**config.mk**
```make
export PLATFORM = sky130hd
export DESIGN_NAME = calc_keypad_ctrl
export DESIGN_NICKNAME = d
export VERILOG_FILES = /design/src/rtl/calc_pkg.sv /design/src/rtl/calc_key_edge.sv /design/src/rtl/calc_keypad_ctrl.sv
export SDC_FILE = /design/constraint.sdc
export NUM_CORES = 1
export LEC_CHECK = 0
export ABC_AREA = 1
export CORE_MARGIN = 2
export CORE_UTILIZATION = 55
export DETAILED_ROUTE_END_ITERATION = 8
export GPL_TIMING_DRIVEN = 0
export PLACE_DENSITY_LB_ADDON = 0.08
export REMOVE_ABC_BUFFERS = 1
export SETUP_SLACK_MARGIN = 0.4
export SLEW_MARGIN = 20
export SYNTH_ARGS = -nofsm -noshare
export SYNTH_HDL_FRONTEND = slang
export SYNTH_SLANG_ARGS = --single-unit
```
**constraint.sdc**
```tcl
create_clock -name clk_in -period 3.4 [get_ports clk_in]
set_input_delay 0.51 -clock clk_in [delete_from_list [all_inputs] [get_ports clk_in]]
set_output_delay 0.51 -clock clk_in [all_outputs]
set_load 0.02 [all_outputs]
```
**src/rtl/calc_pkg.sv**
```systemverilog
// calc_pkg: shared constants, state/key encodings and keypad lookup for the
// calculator keypad controller.
package calc_pkg;

  localparam int unsigned GRID_COLS  = 3;
  localparam int unsigned GRID_ROWS  = 4;
  localparam int unsigned MAX_DIGITS = 4;
  localparam int unsigned VAL_W      = 17;
  localparam int unsigned POS_W      = 4;
  localparam int unsigned DIG_W      = 3;
  localparam int unsigned KEY_N      = 5;

  // Largest operand representable with the given number of decimal digits
  function automatic int unsigned calc_max_val(input int unsigned digits);
    int unsigned v;
    v = 1;
    for (int unsigned i = 0; i < digits; i++) v = v * 10;
    return v - 1;
  endfunction

  localparam int unsigned MAX_VAL = calc_max_val(MAX_DIGITS);

  typedef enum logic [1:0] {
    S_A   = 2'd0,
    S_B   = 2'd1,
    S_RES = 2'd2
  } calc_state_e;

  typedef enum logic [3:0] {
    KEY_D0  = 4'd0,
    KEY_D1  = 4'd1,
    KEY_D2  = 4'd2,
    KEY_D3  = 4'd3,
    KEY_D4  = 4'd4,
    KEY_D5  = 4'd5,
    KEY_D6  = 4'd6,
    KEY_D7  = 4'd7,
    KEY_D8  = 4'd8,
    KEY_D9  = 4'd9,
    KEY_ADD = 4'd10,
    KEY_EQ  = 4'd11
  } key_code_e;

  // One-hot navigation/OK action produced by the edge detector
  typedef struct packed {
    logic ok;
    logic up;
    logic down;
    logic left;
    logic right;
  } key_act_t;

  // Button face at (row, col) of the keypad grid
  function automatic key_code_e calc_key_at(input logic [POS_W-1:0] row,
                                            input logic [POS_W-1:0] col);
    key_code_e code;
    case (row)
      4'd0:    code = (col == 4'd0) ? KEY_D1  : (col == 4'd1) ? KEY_D2 : KEY_D3;
      4'd1:    code = (col == 4'd0) ? KEY_D4  : (col == 4'd1) ? KEY_D5 : KEY_D6;
      4'd2:    code = (col == 4'd0) ? KEY_D7  : (col == 4'd1) ? KEY_D8 : KEY_D9;
      default: code = (col == 4'd0) ? KEY_ADD : (col == 4'd1) ? KEY_D0 : KEY_EQ;
    endcase
    return code;
  endfunction

endpackage

```
**src/rtl/calc_key_edge.sv**
```systemverilog
// calc_key_edge: rising-edge detection on the five debounced keys with a
// fixed-priority encode (ok > up > down > left > right) to a one-hot action.
module calc_key_edge
  import calc_pkg::*;
(
  input  logic             clk_in,
  input  logic             sys_rst_n,
  input  logic [KEY_N-1:0] keys_i,   // {ok, up, down, left, right}
  output key_act_t         act_c
);

  logic [KEY_N-1:0] prev_q;
  logic [KEY_N-1:0] rise_c;

  // Previous key levels for edge detection
  always_ff @(posedge clk_in) begin
    if (!sys_rst_n) prev_q <= '0;
    else            prev_q <= keys_i;
  end

  assign rise_c = keys_i & ~prev_q;

  // Keep only the highest-priority new press this cycle
  always_comb begin
    act_c = '0;
    if      (rise_c[4]) act_c.ok    = 1'b1;
    else if (rise_c[3]) act_c.up    = 1'b1;
    else if (rise_c[2]) act_c.down  = 1'b1;
    else if (rise_c[1]) act_c.left  = 1'b1;
    else if (rise_c[0]) act_c.right = 1'b1;
  end

endmodule

```
**src/rtl/calc_keypad_ctrl.sv**
```systemverilog
// calc_keypad_ctrl: keypad cursor navigation and decimal adder sequencing for
// the calculator LCD UI. Optional macro CALC_CURSOR_WRAP_EN makes the cursor
// wrap around grid edges instead of saturating.
module calc_keypad_ctrl
  import calc_pkg::*;
(
  input  logic             clk_in,
  input  logic             sys_rst_n,
  input  logic             key_up,
  input  logic             key_down,
  input  logic             key_left,
  input  logic             key_right,
  input  logic             key_ok,
  output logic [POS_W-1:0] cursor_x,
  output logic [POS_W-1:0] cursor_y,
  output logic [VAL_W-1:0] disp_value,
  output logic [DIG_W-1:0] disp_digits,
  output logic [1:0]       calc_state,
  output logic             err_ovf
);

  key_act_t         act_c;
  logic [POS_W-1:0] x_q, y_q;
  calc_state_e      state_q;
  logic [VAL_W-1:0] opa_q, opb_q, res_q, disp_q;
  logic [DIG_W-1:0] dig_q;
  logic             err_q;

  calc_key_edge u_key_edge (
    .clk_in    (clk_in),
    .sys_rst_n (sys_rst_n),
    .keys_i    ({key_ok, key_up, key_down, key_left, key_right}),
    .act_c     (act_c)
  );

  key_code_e        key_c;
  logic             is_digit_c;
  logic [VAL_W-1:0] digit_c, cur_op_c, ent_op_c, sum_c, sat_c;
  logic [DIG_W-1:0] ent_dig_c;
  logic             can_enter_c, ovf_c;
  logic [POS_W-1:0] y_up_c, y_dn_c, x_lt_c, x_rt_c;

  // Key under the cursor and operand-entry / adder helpers
  assign key_c       = calc_key_at(y_q, x_q);
  assign is_digit_c  = (key_c <= KEY_D9);
  assign digit_c     = VAL_W'(key_c);
  assign cur_op_c    = (state_q == S_B) ? opb_q : opa_q;
  assign ent_op_c    = cur_op_c * VAL_W'(10) + digit_c;
  assign ent_dig_c   = (cur_op_c == '0 && digit_c == '0) ? dig_q : dig_q + DIG_W'(1);
  assign can_enter_c = (dig_q < DIG_W'(MAX_DIGITS));
  assign sum_c       = opa_q + opb_q;
  assign ovf_c       = (sum_c > VAL_W'(MAX_VAL));
  assign sat_c       = ovf_c ? VAL_W'(MAX_VAL) : sum_c;

  // Next cursor coordinate for each move direction at the grid edges
`ifdef CALC_CURSOR_WRAP_EN
  assign y_up_c = (y_q == '0) ? POS_W'(GRID_ROWS - 1) : y_q - POS_W'(1);
  assign y_dn_c = (y_q == POS_W'(GRID_ROWS - 1)) ? '0 : y_q + POS_W'(1);
  assign x_lt_c = (x_q == '0) ? POS_W'(GRID_COLS - 1) : x_q - POS_W'(1);
  assign x_rt_c = (x_q == POS_W'(GRID_COLS - 1)) ? '0 : x_q + POS_W'(1);
`else
  assign y_up_c = (y_q == '0) ? y_q : y_q - POS_W'(1);
  assign y_dn_c = (y_q == POS_W'(GRID_ROWS - 1)) ? y_q : y_q + POS_W'(1);
  assign x_lt_c = (x_q == '0) ? x_q : x_q - POS_W'(1);
  assign x_rt_c = (x_q == POS_W'(GRID_COLS - 1)) ? x_q : x_q + POS_W'(1);
`endif

  // Calculator FSM, operands, cursor and registered display value
  always_ff @(posedge clk_in) begin
    if (!sys_rst_n) begin
      x_q     <= '0;
      y_q     <= '0;
      state_q <= S_A;
      opa_q   <= '0;
      opb_q   <= '0;
      res_q   <= '0;
      disp_q  <= '0;
      dig_q   <= '0;
      err_q   <= 1'b0;
    end else if (act_c.ok) begin
      if (is_digit_c) begin
        if (state_q == S_RES) begin
          // A digit after a result starts a fresh calculation
          opa_q   <= digit_c;
          disp_q  <= digit_c;
          dig_q   <= (digit_c == '0) ? '0 : DIG_W'(1);
          state_q <= S_A;
          err_q   <= 1'b0;
        end else if (can_enter_c) begin
          dig_q  <= ent_dig_c;
          disp_q <= ent_op_c;
          if (state_q == S_B) opb_q <= ent_op_c;
          else                opa_q <= ent_op_c;
        end
      end else if (key_c == KEY_ADD) begin
        opb_q   <= '0;
        dig_q   <= '0;
        disp_q  <= '0;
        state_q <= S_B;
        case (state_q)
          S_B: begin
            opa_q <= sat_c;
            if (ovf_c) err_q <= 1'b1;
          end
          S_RES:   opa_q <= res_q;
          default: ;
        endcase
      end else begin
        case (state_q)
          S_A: begin
            res_q   <= opa_q;
            disp_q  <= opa_q;
            dig_q   <= '0;
            state_q <= S_RES;
          end
          S_B: begin
            res_q   <= sat_c;
            disp_q  <= sat_c;
            dig_q   <= '0;
            state_q <= S_RES;
            if (ovf_c) err_q <= 1'b1;
          end
          default: ;
        endcase
      end
    end else if (act_c.up) begin
      y_q <= y_up_c;
    end else if (act_c.down) begin
      y_q <= y_dn_c;
    end else if (act_c.left) begin
      x_q <= x_lt_c;
    end else if (act_c.right) begin
      x_q <= x_rt_c;
    end
  end

  assign cursor_x    = x_q;
  assign cursor_y    = y_q;
  assign disp_value  = disp_q;
  assign disp_digits = dig_q;
  assign calc_state  = state_q;
  assign err_ovf     = err_q;

endmodule

```
## Word level (Yosys, flattened, before mapping)

Index checks and enable logic that the tools add are counted.

| storage, ports and cells | value |
|---|---|
| register bits after elaboration | 87 |
| bits of input ports | 7 |
| word-level logic and storage cells | 131 |

| cells by class | value |
|---|---|
| add/subtract/negate cells | 7 |
| multipliers | 1 |
| order comparisons | 3 |
| eq/ne operators | 19 |
| mux-type cells | 59 |
| bitwise logic cells | 7 |
| reductions and logical operators | 25 |

Operators by type and width:

| operator | count |
|---|---|
| $mux W17 | 16 |
| $pmux W17 S2 | 2 |
| $mux W4 | 12 |
| $logic_not A17 Y1 | 2 |
| $mux W3 | 7 |
| $add A17 B17 Y17 | 1 |
| $add A17 B4 Y17 | 1 |
| $gt A17 B14 Y1 const B | 1 |
| $mul A17 B3 Y16 const B | 1 |
| $mux W2 | 8 |
| $reduce_and A4 Y1 | 4 |
| $mux W1 | 13 |
| $eq A4 B2 Y1 const B | 3 |
| $pmux W4 S3 | 1 |
| $reduce_bool A2 Y1 | 6 |
| $ne A2 B2 Y1 const B | 5 |
| $reduce_and A5 Y1 | 2 |
| $add A4 B1 Y4 const B | 2 |
| $eq A4 B1 Y1 const B | 2 |
| $logic_not A4 Y1 | 2 |
| $sub A4 B1 Y4 const B | 2 |
| $ne A2 B1 Y1 const B | 3 |
| $ne A3 B2 Y1 const B | 2 |
| $reduce_and A3 Y1 | 2 |
| 16 further kinds | 21 |

## Depth between registers and ports, before layout

Gate-level depths: netlist of the first run.

| logic depth | value |
|---|---|
| depth after elaboration | 10 |
| depth in mapped cells | 25 |
| mapped depth without buffers | 24 |

## By module

A second synthesis of the first run with hierarchy kept.

| second synthesis, totals | value |
|---|---|
| cells, all modules | 1,055 |
| area total of the unflattened synthesis | 6,700.2 µm² |

Modules (own cells, without submodules):

| module | times used | cells an instance | area an instance (µm²) | seq. area each (µm²) |
|---|---|---|---|---|
| calc_keypad_ctrl | 1 | 1,023 | 6,483.7 | 1,641.6 |
| calc_key_edge | 1 | 32 | 216.5 | 100.1 |

## Least setup slack after synthesis of the first run

No wires, ideal clock.

| timing | value |
|---|---|
| path kind | register to register |
| start point | reg state_q[1], in the netlist calc_state[1] |
| end point | reg opa_q[14] |
| library setup time | 0.070 ns |
| data arrival time | 3.315 ns |
| slack | 0.015 ns |
| stages on the path, launching flop included | 19 |
| path buffers | 1 |
| period minus slack after synthesis | 3.385 ns |
| cell sequence | dfxtp_1 inv_2 nand2_2 clkbuf_1 nand2_1 nand2_1 ha_1 ha_1 inv_1 fa_1 inv_1 nand4_1 nor2_1 nand2_1 nor2_1 nand3_1 o21ai_0 nand3_1 a21oi_1 |

| on the way | value |
|---|---|
| longest elaborated chain between the ends | 8 |
| elaborated cells between the ends (all ways) | 15 |
| those cells by class | add/sub: 1; mul: 1; eq/ne: 4; mux: 7; reduce/logical: 2 |

RTL lines:

| what | RTL line | RTL |
|---|---|---|
| start, declared | calc_keypad_ctrl.sv:24 | `calc_state_e state_q;` |
| start signal, assigned | calc_keypad_ctrl.sv:73 | `state_q <= S_A;` |
| start signal, assigned | calc_keypad_ctrl.sv:87 | `state_q <= S_A;` |
| start signal, assigned | calc_keypad_ctrl.sv:99 | `state_q <= S_B;` |
| $eq A2 B1 Y1 | calc_keypad_ctrl.sv:47, calc_keypad_ctrl.sv:92, calc_keypad_ctrl.sv:100 |  |
| $mux W17 | calc_keypad_ctrl.sv:47 | `assign cur_op_c = (state_q == S_B) ? opb_q : opa_q;` |
| $mul A17 B3 Y16 | calc_keypad_ctrl.sv:48 | `assign ent_op_c = cur_op_c * VAL_W'(10) + digit_c;` |
| $add A17 B4 Y17 | calc_keypad_ctrl.sv:48 |  |
| $mux W17 | calc_keypad_ctrl.sv:92 | `if (state_q == S_B) opb_q <= ent_op_c;` |
| $mux W17 | calc_keypad_ctrl.sv:89 | `end else if (can_enter_c) begin` |
| $mux W17 | calc_keypad_ctrl.sv:82 | `if (state_q == S_RES) begin` |
| $mux W17 | calc_keypad_ctrl.sv:81 | `if (is_digit_c) begin` |
| end signal, assigned | calc_keypad_ctrl.sv:84 | `opa_q <= digit_c;` |
| end signal, assigned | calc_keypad_ctrl.sv:93 | `else opa_q <= ent_op_c;` |
| end signal, assigned | calc_keypad_ctrl.sv:102 | `opa_q <= sat_c;` |
| end, declared | calc_keypad_ctrl.sv:25 | `logic [VAL_W-1:0] opa_q, opb_q, res_q, disp_q;` |

Parallel ways exist; a longest one is shown, timed or not. The select of a mux whose other input is x is not followed.
A chain may end at the register's enable or synchronous reset.

## Worst setup path in the final report of the first run

| timing | value |
|---|---|
| start point | reg state_q[1], in the netlist calc_state[1] |
| end point | reg opa_q[12] |

Same word-level chain as after synthesis.

==> results.sh, run 1 <==
export IMPL_finalHoldViolations=0
export IMPL_cp_end_kind="flip-flop"
export IMPL_insertion_delay_ns=0.36
export IMPL_ys_seq_area_share_pct=25.0
export IMPL_initial_core_util_pct=55.7
export IMPL_grt_pass1_wl_um=35700
export IMPL_nNetsFinal=1241
export IMPL_skew_ns=0.00974
export IMPL_cts_buffers=9
export IMPL_cts_hold_buf=0
export IMPL_regToRegSetupSlack_ns=-0.09
export IMPL_syn2layout_area_growth_pct=29.7
export IMPL_place_congestion=0.929
export IMPL_vias=7628
export IMPL_synth_top_cell_area_share_pct=25.0
export IMPL_synthesis_area_um2=6970
export IMPL_die_h_um=117
export IMPL_first_pass_iters=5
export IMPL_p_leak_uw=0.00416
export IMPL_irDropWorstVdd_mv=0.494
export IMPL_portBuffers=37
export IMPL_period_needed_ns=3.49
export IMPL_clk_pin_slew_ns=0.07
export IMPL_min_path_type="flip-flop to flip-flop"
export IMPL_required_ns=3.64
export IMPL_final_util_pct=72.3
export IMPL_synth_area_top_cells="dfxtp_1 25%, nand2_1 16%, ha_1 9.7%, inv_1 8.7%, a21oi_1 7.5%"
export IMPL_worst_pin_slew_ns=1.06
export IMPL_stdcell_area_um2=9040
export IMPL_maxSlewHeadroom_pct=29.4
export IMPL_status="complete, but fails checks"
export IMPL_multiInputGateArea_um2=5250
export IMPL_wirelength_um=23200
export IMPL_n_fill_cell=1028
export IMPL_period_share_pct=103
export IMPL_dp_worst_setup_slack_ns=-1.58
export IMPL_ys_warn_count=0
export IMPL_timing_final_ws_setup_ns=-0.0914
export IMPL_clockBufferDepth=2
export IMPL_die_x_um=117
export IMPL_powerDensity_nw_per_um2=579
export IMPL_viasPerCell=5.63
export IMPL_drive_gt1_share_pct=23.0
export IMPL_cts_tree="built"
export IMPL_grt_pass1_vias=7044
export IMPL_cts_root_buf="clkbuf_16"
export IMPL_cp_max_fo=8
export IMPL_seq_area_um2=1770
export IMPL_failed_checks="negative setup slack"
export IMPL_final_antenna_net_count=0
export IMPL_setup_tns_ns=-0.501
export IMPL_h_tree_depth=3
export IMPL_ios=38
export IMPL_netlist_instances=1104
export IMPL_synth_top_area_cell="dfxtp_1"
export IMPL_gr_usage_all_layers_pct=34.4
export IMPL_drc_errors=0
export IMPL_setup_violations=9
export IMPL_wl_per_cell_um=17.2
export IMPL_finalMaxSlewViolations=0
export IMPL_cts_sinks=87
export IMPL_dpl_hpwl_um=14500
export IMPL_overflow=0
export IMPL_core_area_um2=12500
export IMPL_antenna_cells=0
export IMPL_row_count=41
export IMPL_cp_arrival_ns=3.74
export IMPL_drt_initial_drc_count=645
export IMPL_ys_seq_elements=87
export IMPL_synth_avg_cell_area_um2=6.32
export IMPL_start_kind="flip-flop"
export IMPL_antenna_found_initial=0
export IMPL_rsz0062_at_grt="yes"
export IMPL_dpl_cell_area_um2=7370
export IMPL_grt_max_degree=38
export IMPL_dieArea_um2=13600
export IMPL_drv_cap=0
export IMPL_fmax_mhz=286
export IMPL_post_synth_num_cell_types=46
export IMPL_critPathKind="flip-flop to flip-flop"
[cells in the final DEF, fill, tap and decap left out, types with 28 or more instances in the layout]
master	Yosys	routed
inv_1	161	142
ha_1	54	31
o21ai_0	38	30
a21oi_1	105	93
nor2_1	88	74
nand2_1	296	268
clkdlybuf4s50_1	0	36
o21ai_1	37	33
dfxtp_1	87	77
buf_4	6	45
nand4_1	28	28
nand3_1	66	53
[routing by layer]
metal  vias up  share of wire [%]  GRT usage [%]
met3        88                6.6           6.90
met1      3501                 40           41.0
met2       313                 47           59.0
met5         -                  0              0
met4         0                5.9           17.2
li1       3726                  -              -
[final timing paths]
check	start	endpoint	cells after the start
max	calc_state[1]$_SDFFE_PN0P_	opa_q[12]$_SDFFE_PN0P_	20
min	res_q[16]$_SDFFE_PN0P_	res_q[16]$_SDFFE_PN0P_	2
max reg2reg	calc_state[1]$_SDFFE_PN0P_	opa_q[12]$_SDFFE_PN0P_	20
min reg2reg	res_q[16]$_SDFFE_PN0P_	res_q[16]$_SDFFE_PN0P_	2
[sequential cells by signal (all words and copies together) (netlist names)]
register           cells
cursor_x               4
opa_q                 17
res_q                 17
opb_q                 17
cursor_y               4
calc_state             2
err_ovf                1
u_key_edge.prev_q      5
disp_value            17
disp_digits            3
[critical path, cell delays in order (launching register included)]
cell	delay, ns
dfxtp_4	0.38
inv_8	0.04
nand2_8	0.08
clkinvlp_4	0.11
buf_8	0.16
nand2_4	0.07
nand2_4	0.06
ha_4	0.29
ha_4	0.16
inv_4	0.05
fa_2	0.43
xnor2_2	0.19
nand4_1	0.28
nor2_2	0.23
nand2_2	0.09
nor2_4	0.17
nand4_1	0.17
nand2_2	0.11
nor2_1	0.04
nor3_1	0.16
a21oi_1	0.09
[kinds of logic after synthesis]
group	after synthesis	synth area share, %
adder cells (fa/ha/maj)	57	10.5
AND/OR/NAND/NOR	526	33.2
XOR/XNOR	17	2.35
flip-flops	87	25.0
buffers and inverters	205	12.3
AO/OA/AOI/OAI	212	16.6
[final cells by class]
class / instances / share of cell area (%)
clock buffer: 11 / 2.79
clock inverter: 5 / 0.360
inverter: 171 / 7.46
multi-input combinational: 815 / 58.1
sequential: 87 / 19.6
tap: 172 / 2.38
timing repair buffer: 92 / 9.34
timing repair inverter: 1 / 0.0553
[report_power, final]
part           switching (uW)  internal, uW
Clock                     442           534
Combinational            1900          1140
Sequential               83.9          1130
[Yosys cell counts, drive strengths merged]
library cell	number
or2	5
o21bai	3
nand3	69
and2	2
ha	54
inv	171
o22ai	3
buf	23
nor3b	1
xor2	12
o21ai	76
a21oi	118
and3	1
o211ai	1
a21o	2
dfxtp	87
nand4	28
nor4	4
a22oi	1
nor2	96
nand3b	5
nor3	8
a211oi	2
fa	3
clkbuf	11
xnor2	5
nand2	307
a31oi	6
[per-stage QoR]
step | power [uW] | hold WS [ns] | std cells
6_report | 5240 | 0.467 | 1354
5_1_grt | 5530 | 0.485 | 1354
4_1_cts | 4920 | 0.467 | 1345
3_5_place_dp | 3350 | 0.457 | 1280
3_3_place_gp | 3330 | 0.454 | 1279
2_1_floorplan | 2740 | 0.441 | 1070
[what timing repair did]
action                     in CTS  in global routing
setup buffers                  46                  8
gates resized for setup       163                 61
gates cloned                    3                  1
pin swaps                      61                 41
setup endpoints to repair      69                 62
No activity file was read; power rests on OpenSTA's default activity.
==> run 2, diff against run 1 <==
- CORE_UTILIZATION: 55 -> 56
==> results.sh, run 2 (synthesized netlist as in run 1, its figures left out) <==
export IMPL_p_sw_share_pct=46.4
export IMPL_portBuffers=37
export IMPL_hp_start="res_q[15]$_SDFFE_PN0P_"
export IMPL_ios=38
export IMPL_final_cell_mix="261 x nand2_1, 144 x inv_1, 94 x a21oi_1"
export IMPL_grt_max_degree=38
export IMPL_drv_cap=0
export IMPL_cts_buffers=9
export IMPL_cts_sinks=87
export IMPL_initial_core_util_pct=57.8
export IMPL_finalMaxSlewViolations=0
export IMPL_wirelength_um=24100
export IMPL_grt_pass1_wl_um=35300
export IMPL_overflow=0
export IMPL_status="complete, but fails checks"
export IMPL_failed_checks="negative setup slack"
export IMPL_row_count=40
export IMPL_cts_tree="built"
export IMPL_powerDensity_nw_per_um2=594
export IMPL_cp_end_kind="flip-flop"
export IMPL_pwr_share_seq_pct=22.2
export IMPL_setup_violations=14
export IMPL_cp_max_fo=6
export IMPL_p_comb_share_pct=58.4
export IMPL_final_antenna_net_count=0
export IMPL_cts_root_buf="clkbuf_16"
export IMPL_dp_cells=1276
export IMPL_cp_arrival_ns=3.78
export IMPL_pwr_share_clk_pct=19.3
export IMPL_period_needed_ns=3.55
export IMPL_min_path_type="flip-flop to flip-flop"
export IMPL_syn2layout_area_growth_pct=31.9
export IMPL_p_leak_uw=0.00423
export IMPL_wl_per_cell_um=17.8
export IMPL_maxSlewHeadroom_pct=28.8
export IMPL_required_ns=3.64
export IMPL_fmax_mhz=282
export IMPL_p_sw_uw=2540
export IMPL_skew_ns=0.00674
export IMPL_drc_errors=0
export IMPL_critPathKind="flip-flop to flip-flop"
export IMPL_clk_pin_slew_ns=0.07
export IMPL_viasPerCell=5.72
export IMPL_h_tree_depth=3
export IMPL_holdPathStages=2
export IMPL_min_to="res_q[15]$_SDFFE_PN0P_"
export IMPL_regToRegSetupSlack_ns=-0.15
export IMPL_insertion_delay_ns=0.36
export IMPL_first_pass_iters=7
export IMPL_period_share_pct=104
export IMPL_die_h_um=116
export IMPL_timing_final_ws_setup_ns=-0.146
export IMPL_drive_gt1_share_pct=24.0
export IMPL_antenna_found_initial=0
export IMPL_antenna_cells=0
export IMPL_clockBufferDepth=2
export IMPL_drt_initial_drc_count=793
export IMPL_worst_pin_slew_ns=1.06
export IMPL_dpl_hpwl_um=14200
export IMPL_final_common_cell="nand2_1"
export IMPL_vias=7762
export IMPL_dieArea_um2=13400
export IMPL_finalHoldViolations=0
export IMPL_internal_power_uw=2930
export IMPL_nNetsFinal=1247
export IMPL_worstReg2RegStart="calc_state[1]$_SDFFE_PN0P_"
export IMPL_setup_tns_ns=-0.819
export IMPL_start_kind="flip-flop"
export IMPL_grt_pass1_vias=7024
export IMPL_core_area_um2=12100
export IMPL_final_cell_count_no_fill=1356
export IMPL_gr_usage_all_layers_pct=34.1
export IMPL_worst_r2r_cell_count=22
export IMPL_die_x_um=116
export IMPL_worstReg2RegEnd="opa_q[12]$_SDFFE_PN0P_"
export IMPL_irDropWorstVdd_mv=0.354
export IMPL_rsz0062_at_grt="yes"
export IMPL_place_congestion=0.942
==> run 2: per-stage QoR <==
step / power [uW] / cell area [um2] / setup WS (ns) / util [%] / hold slack, ns
global placement: 3330 / 7340 / -1.52 / 60.9 / 0.452
finish: 5470 / 9200 / -0.146 / 76.3 / 0.471
detailed placement: 3350 / 7360 / -1.54 / 61.1 / 0.459
floorplan: 2740 / 6760 / -0.414 / - / 0.441
CTS: 5000 / 8750 / 0.132 / 72.5 / 0.475
global route: 5720 / 9200 / -0.244 / 76.3 / 0.482
==> run 2: area by class of cell <==
cell class                 count  area (um2)
sequential                    87        1770
clock buffer                  10         239
multi-input combinational    814        5320
inverter                     171         669
tap                          168         210
timing repair inverter         2        12.5
clock inverter                 6        67.6
fill                         913        2860
timing repair buffer          98         920
==> run 2: power by group through the flow <==
stage | combinational (uW) | sequential [uW] | clock, uW
floorplan | 1460 | 1280 | 0
global placement | 2100 | 1230 | 0
detailed placement | 2110 | 1230 | 0
CTS | 2740 | 1210 | 1050
global route | 3400 | 1230 | 1090
finish | 3190 | 1220 | 1060
==> run 2: worst max path at each step <==
stage	slack [ns]	end	from
floorplan	-0.41	opa_q[14]$_SDFFE_PN0P_	calc_state[0]$_SDFFE_PN0P_
global placement	-1.52	disp_value[16]$_SDFFE_PN0P_	calc_state[1]$_SDFFE_PN0P_
detailed placement	-1.54	disp_value[14]$_SDFFE_PN0P_	calc_state[1]$_SDFFE_PN0P_
CTS	0.13	opa_q[12]$_SDFFE_PN0P_	calc_state[1]$_SDFFE_PN0P_
global route	-0.24	opa_q[12]$_SDFFE_PN0P_	calc_state[1]$_SDFFE_PN0P_
finish	-0.15	opa_q[12]$_SDFFE_PN0P_	calc_state[1]$_SDFFE_PN0P_
==> run 2: critical path, cell delays in order, from the launching register on <==
cell and delay (ns):
dfxtp_4 0.37, inv_6 0.04, nand2_8 0.08, clkinvlp_4 0.14, buf_6 0.15, a21oi_4 0.18, inv_2 0.09, ha_4 0.29
inv_2 0.04, fa_2 0.37, nand3b_1 0.20, nand2_2 0.11, buf_4 0.13, buf_6 0.11, xor2_4 0.07, inv_2 0.11
nand2_2 0.08, nor2_4 0.21, nand4_1 0.20, nand2_2 0.14, nor2_1 0.04, nor3_1 0.18, a21oi_1 0.09
==> run 2: repair_timing <==
action | in CTS | in global routing
buffers inserted | 42 | 18
cloned | 3 | 1
pin swaps | 57 | 33
endpoints found under the setup margin | 69 | 62
hold buffers | 0 | 0
gates resized for setup | 159 | 70
==> run 2: metal layers <==
layer  part of all wire [%]  GRT usage, %
met5                      0             0
met4                    5.8          14.5
met3                    8.2          4.55
met2                     46          57.9
met1                     40          43.5
==> run 3, diff against run 2 <==
- CORE_UTILIZATION: 56 -> 45
==> results.sh, run 3 (synthesized netlist as in run 1, its figures left out) <==
export IMPL_status="complete, but fails checks"
export IMPL_cts_tree="built"
export IMPL_final_common_cell="nand2_1"
export IMPL_finalMaxSlewViolations=0
export IMPL_powerDensity_nw_per_um2=595
export IMPL_cts_buffers=9
export IMPL_cts_root_buf="clkbuf_16"
export IMPL_p_sw_share_pct=45.1
export IMPL_p_leak_uw=0.00451
export IMPL_hold_slack_ns=0.467
export IMPL_cp_max_fo=4
export IMPL_dpl_hpwl_um=15000
export IMPL_period_share_pct=101
export IMPL_portBuffers=37
export IMPL_worst_pin_slew_ns=1.13
export IMPL_critPathKind="flip-flop to flip-flop"
export IMPL_pwr_share_clk_pct=20.2
export IMPL_crit_slowest_cell="dfxtp_4"
export IMPL_skew_ns=0.00924
export IMPL_die_x_um=128
export IMPL_first_pass_iters=5
export IMPL_crit_family="simple AND/OR/NAND/NOR gates"
export IMPL_clockBufferDepth=2
export IMPL_failed_checks="negative setup slack"
export IMPL_cts_sinks=87
export IMPL_vias=7930
export IMPL_final_antenna_net_count=0
export IMPL_wirelength_um=26500
export IMPL_antenna_found_initial=0
export IMPL_rsz0062_at_grt="yes"
export IMPL_fmax_mhz=290
export IMPL_finalHoldViolations=0
export IMPL_insertion_delay_ns=0.35
export IMPL_cp_num_buf_inv=6
export IMPL_ios=38
export IMPL_internal_power_uw=3250
export IMPL_maxSlewHeadroom_pct=24.6
export IMPL_h_tree_depth=3
export IMPL_gr_usage_all_layers_pct=29.4
export IMPL_dpl_cell_area_um2=7380
export IMPL_drv_cap=0
export IMPL_crit_top_cell="nand2_2"
export IMPL_wl_per_cell_um=18.7
export IMPL_stdcell_area_um2=9950
export IMPL_worstPathCellList="inv_8 -> nand2_8 -> clkinvlp_4 -> buf_12 -> nor2_4 -> a21oi_4 -> inv_2 -> ha_4 -> ha_4 -> inv_4 -> fa_2 -> nand3b_1 -> nand2_2 -> nand2_2 -> nand3_4 -> nand2_2 -> nand2_1 -> nand2_1 -> nand2_2 -> inv_2 -> nor3_2 -> nand4_1 -> nand3_4 -> a21oi_2"
export IMPL_grt_pass1_vias=7297
export IMPL_p_sw_uw=2670
export IMPL_syn2layout_area_growth_pct=42.7
export IMPL_cp_arrival_ns=3.65
export IMPL_core_area_um2=15100
export IMPL_grt_pass1_wl_um=37800
export IMPL_nNetsFinal=1288
export IMPL_overflow=0
export IMPL_initial_core_util_pct=46.0
export IMPL_p_comb_share_pct=59.2
export IMPL_grt_max_degree=38
export IMPL_start_kind="flip-flop"
export IMPL_irDropWorstVdd_mv=0.369
export IMPL_dieArea_um2=16500
export IMPL_drc_errors=0
export IMPL_viasPerCell=5.60
export IMPL_cp_end_kind="flip-flop"
export IMPL_die_h_um=128
export IMPL_timing_final_ws_setup_ns=-0.0442
export IMPL_place_congestion=0.931
export IMPL_required_ns=3.60
export IMPL_critPathMaxStageDelay_ns=0.38
export IMPL_cts_hold_buf=0
export IMPL_setup_violations=3
export IMPL_drt_initial_drc_count=687
export IMPL_period_needed_ns=3.44
export IMPL_row_count=45
export IMPL_clk_pin_slew_ns=0.07
export IMPL_final_cell_mix="262 x nand2_1, 142 x inv_1, 88 x a21oi_1"
export IMPL_drive_gt1_share_pct=27.9
export IMPL_antenna_cells=0
export IMPL_pwr_share_seq_pct=20.5
export IMPL_min_path_type="flip-flop to flip-flop"
-- run 3: area by class of cell --
class / instances / area [um2]
Timing Repair Buffer: 131 / 1300
Fill cell: 1357 / 5190
Clock buffer: 10 / 239
Timing Repair inverter: 3 / 23.8
Inverter: 171 / 706
Clock inverter: 6 / 115
Multi-Input combinational cell: 821 / 5570
Tap cell: 188 / 235
Sequential cell: 87 / 1760
-- run 3: per-layer routing --
metal  up-vias  GRT usage [%]  share of wire, %  wire length (um)
met5         -              0                 0                 0
met1      3675           35.3                40             10600
met3        85           4.74               7.1              1890
met2       347           50.9                48             12700
li1       3823              -                 -                 -
met4         0           15.0               5.0              1330
-- run 3: repair_timing --
item	CTS	global route
setup buffers	55	37
gates cloned	5	8
gates resized for setup	165	130
pin swaps	78	70
setup endpoints to repair	70	70
-- run 3: worst paths after layout --
path                                 end                       start  cells after the start  slack (ns)
setup reg to reg  opb_q[15]$_SDFFE_PN0P_  calc_state[1]$_SDFFE_PN0P_                     24       -0.04
hold / removal    res_q[14]$_SDFFE_PN0P_      res_q[14]$_SDFFE_PN0P_                      2        0.47
setup / recovery  opb_q[15]$_SDFFE_PN0P_  calc_state[1]$_SDFFE_PN0P_                     24       -0.04
hold reg to reg   res_q[14]$_SDFFE_PN0P_      res_q[14]$_SDFFE_PN0P_                      2        0.47
-- run 3: worst reg2reg max path: cells and delay by family, from the launching register on --
family                     cells  cell delay [ns]
buffers and inverters          6             0.53
DFF                            1             0.38
adders and majority gates      3             0.66
and+or+nand+nor               13             1.60
AOI/OAI and AO/OA              2             0.11
-- run 3: metrics by stage --
stage               instances  setup TNS (ns)  total power (uW)  setup WS (ns)  util [%]
finish                   1417         -0.0548              5920        -0.0442      65.7
global route             1417           -1.72              6230         -0.149      65.7
CTS                      1372               0              5180         0.0930      59.2
detailed placement       1296          -44.10              3380          -1.55      48.7
global placement         1295          -58.12              3370          -1.55      48.6
floorplan                1070           -7.19              2740         -0.414         -
-- run 3: power groups by stage --
| stage | clock network, uW | logic (uW) | registers, uW |
|---|---|---|---|
| after global placement | 0 | 2140 | 1240 |
| after global routing | 1250 | 3750 | 1230 |
| after CTS | 1210 | 2760 | 1210 |
| after floorplan | 0 | 1460 | 1280 |
| final | 1200 | 3510 | 1220 |
| after detailed placement | 0 | 2140 | 1240 |
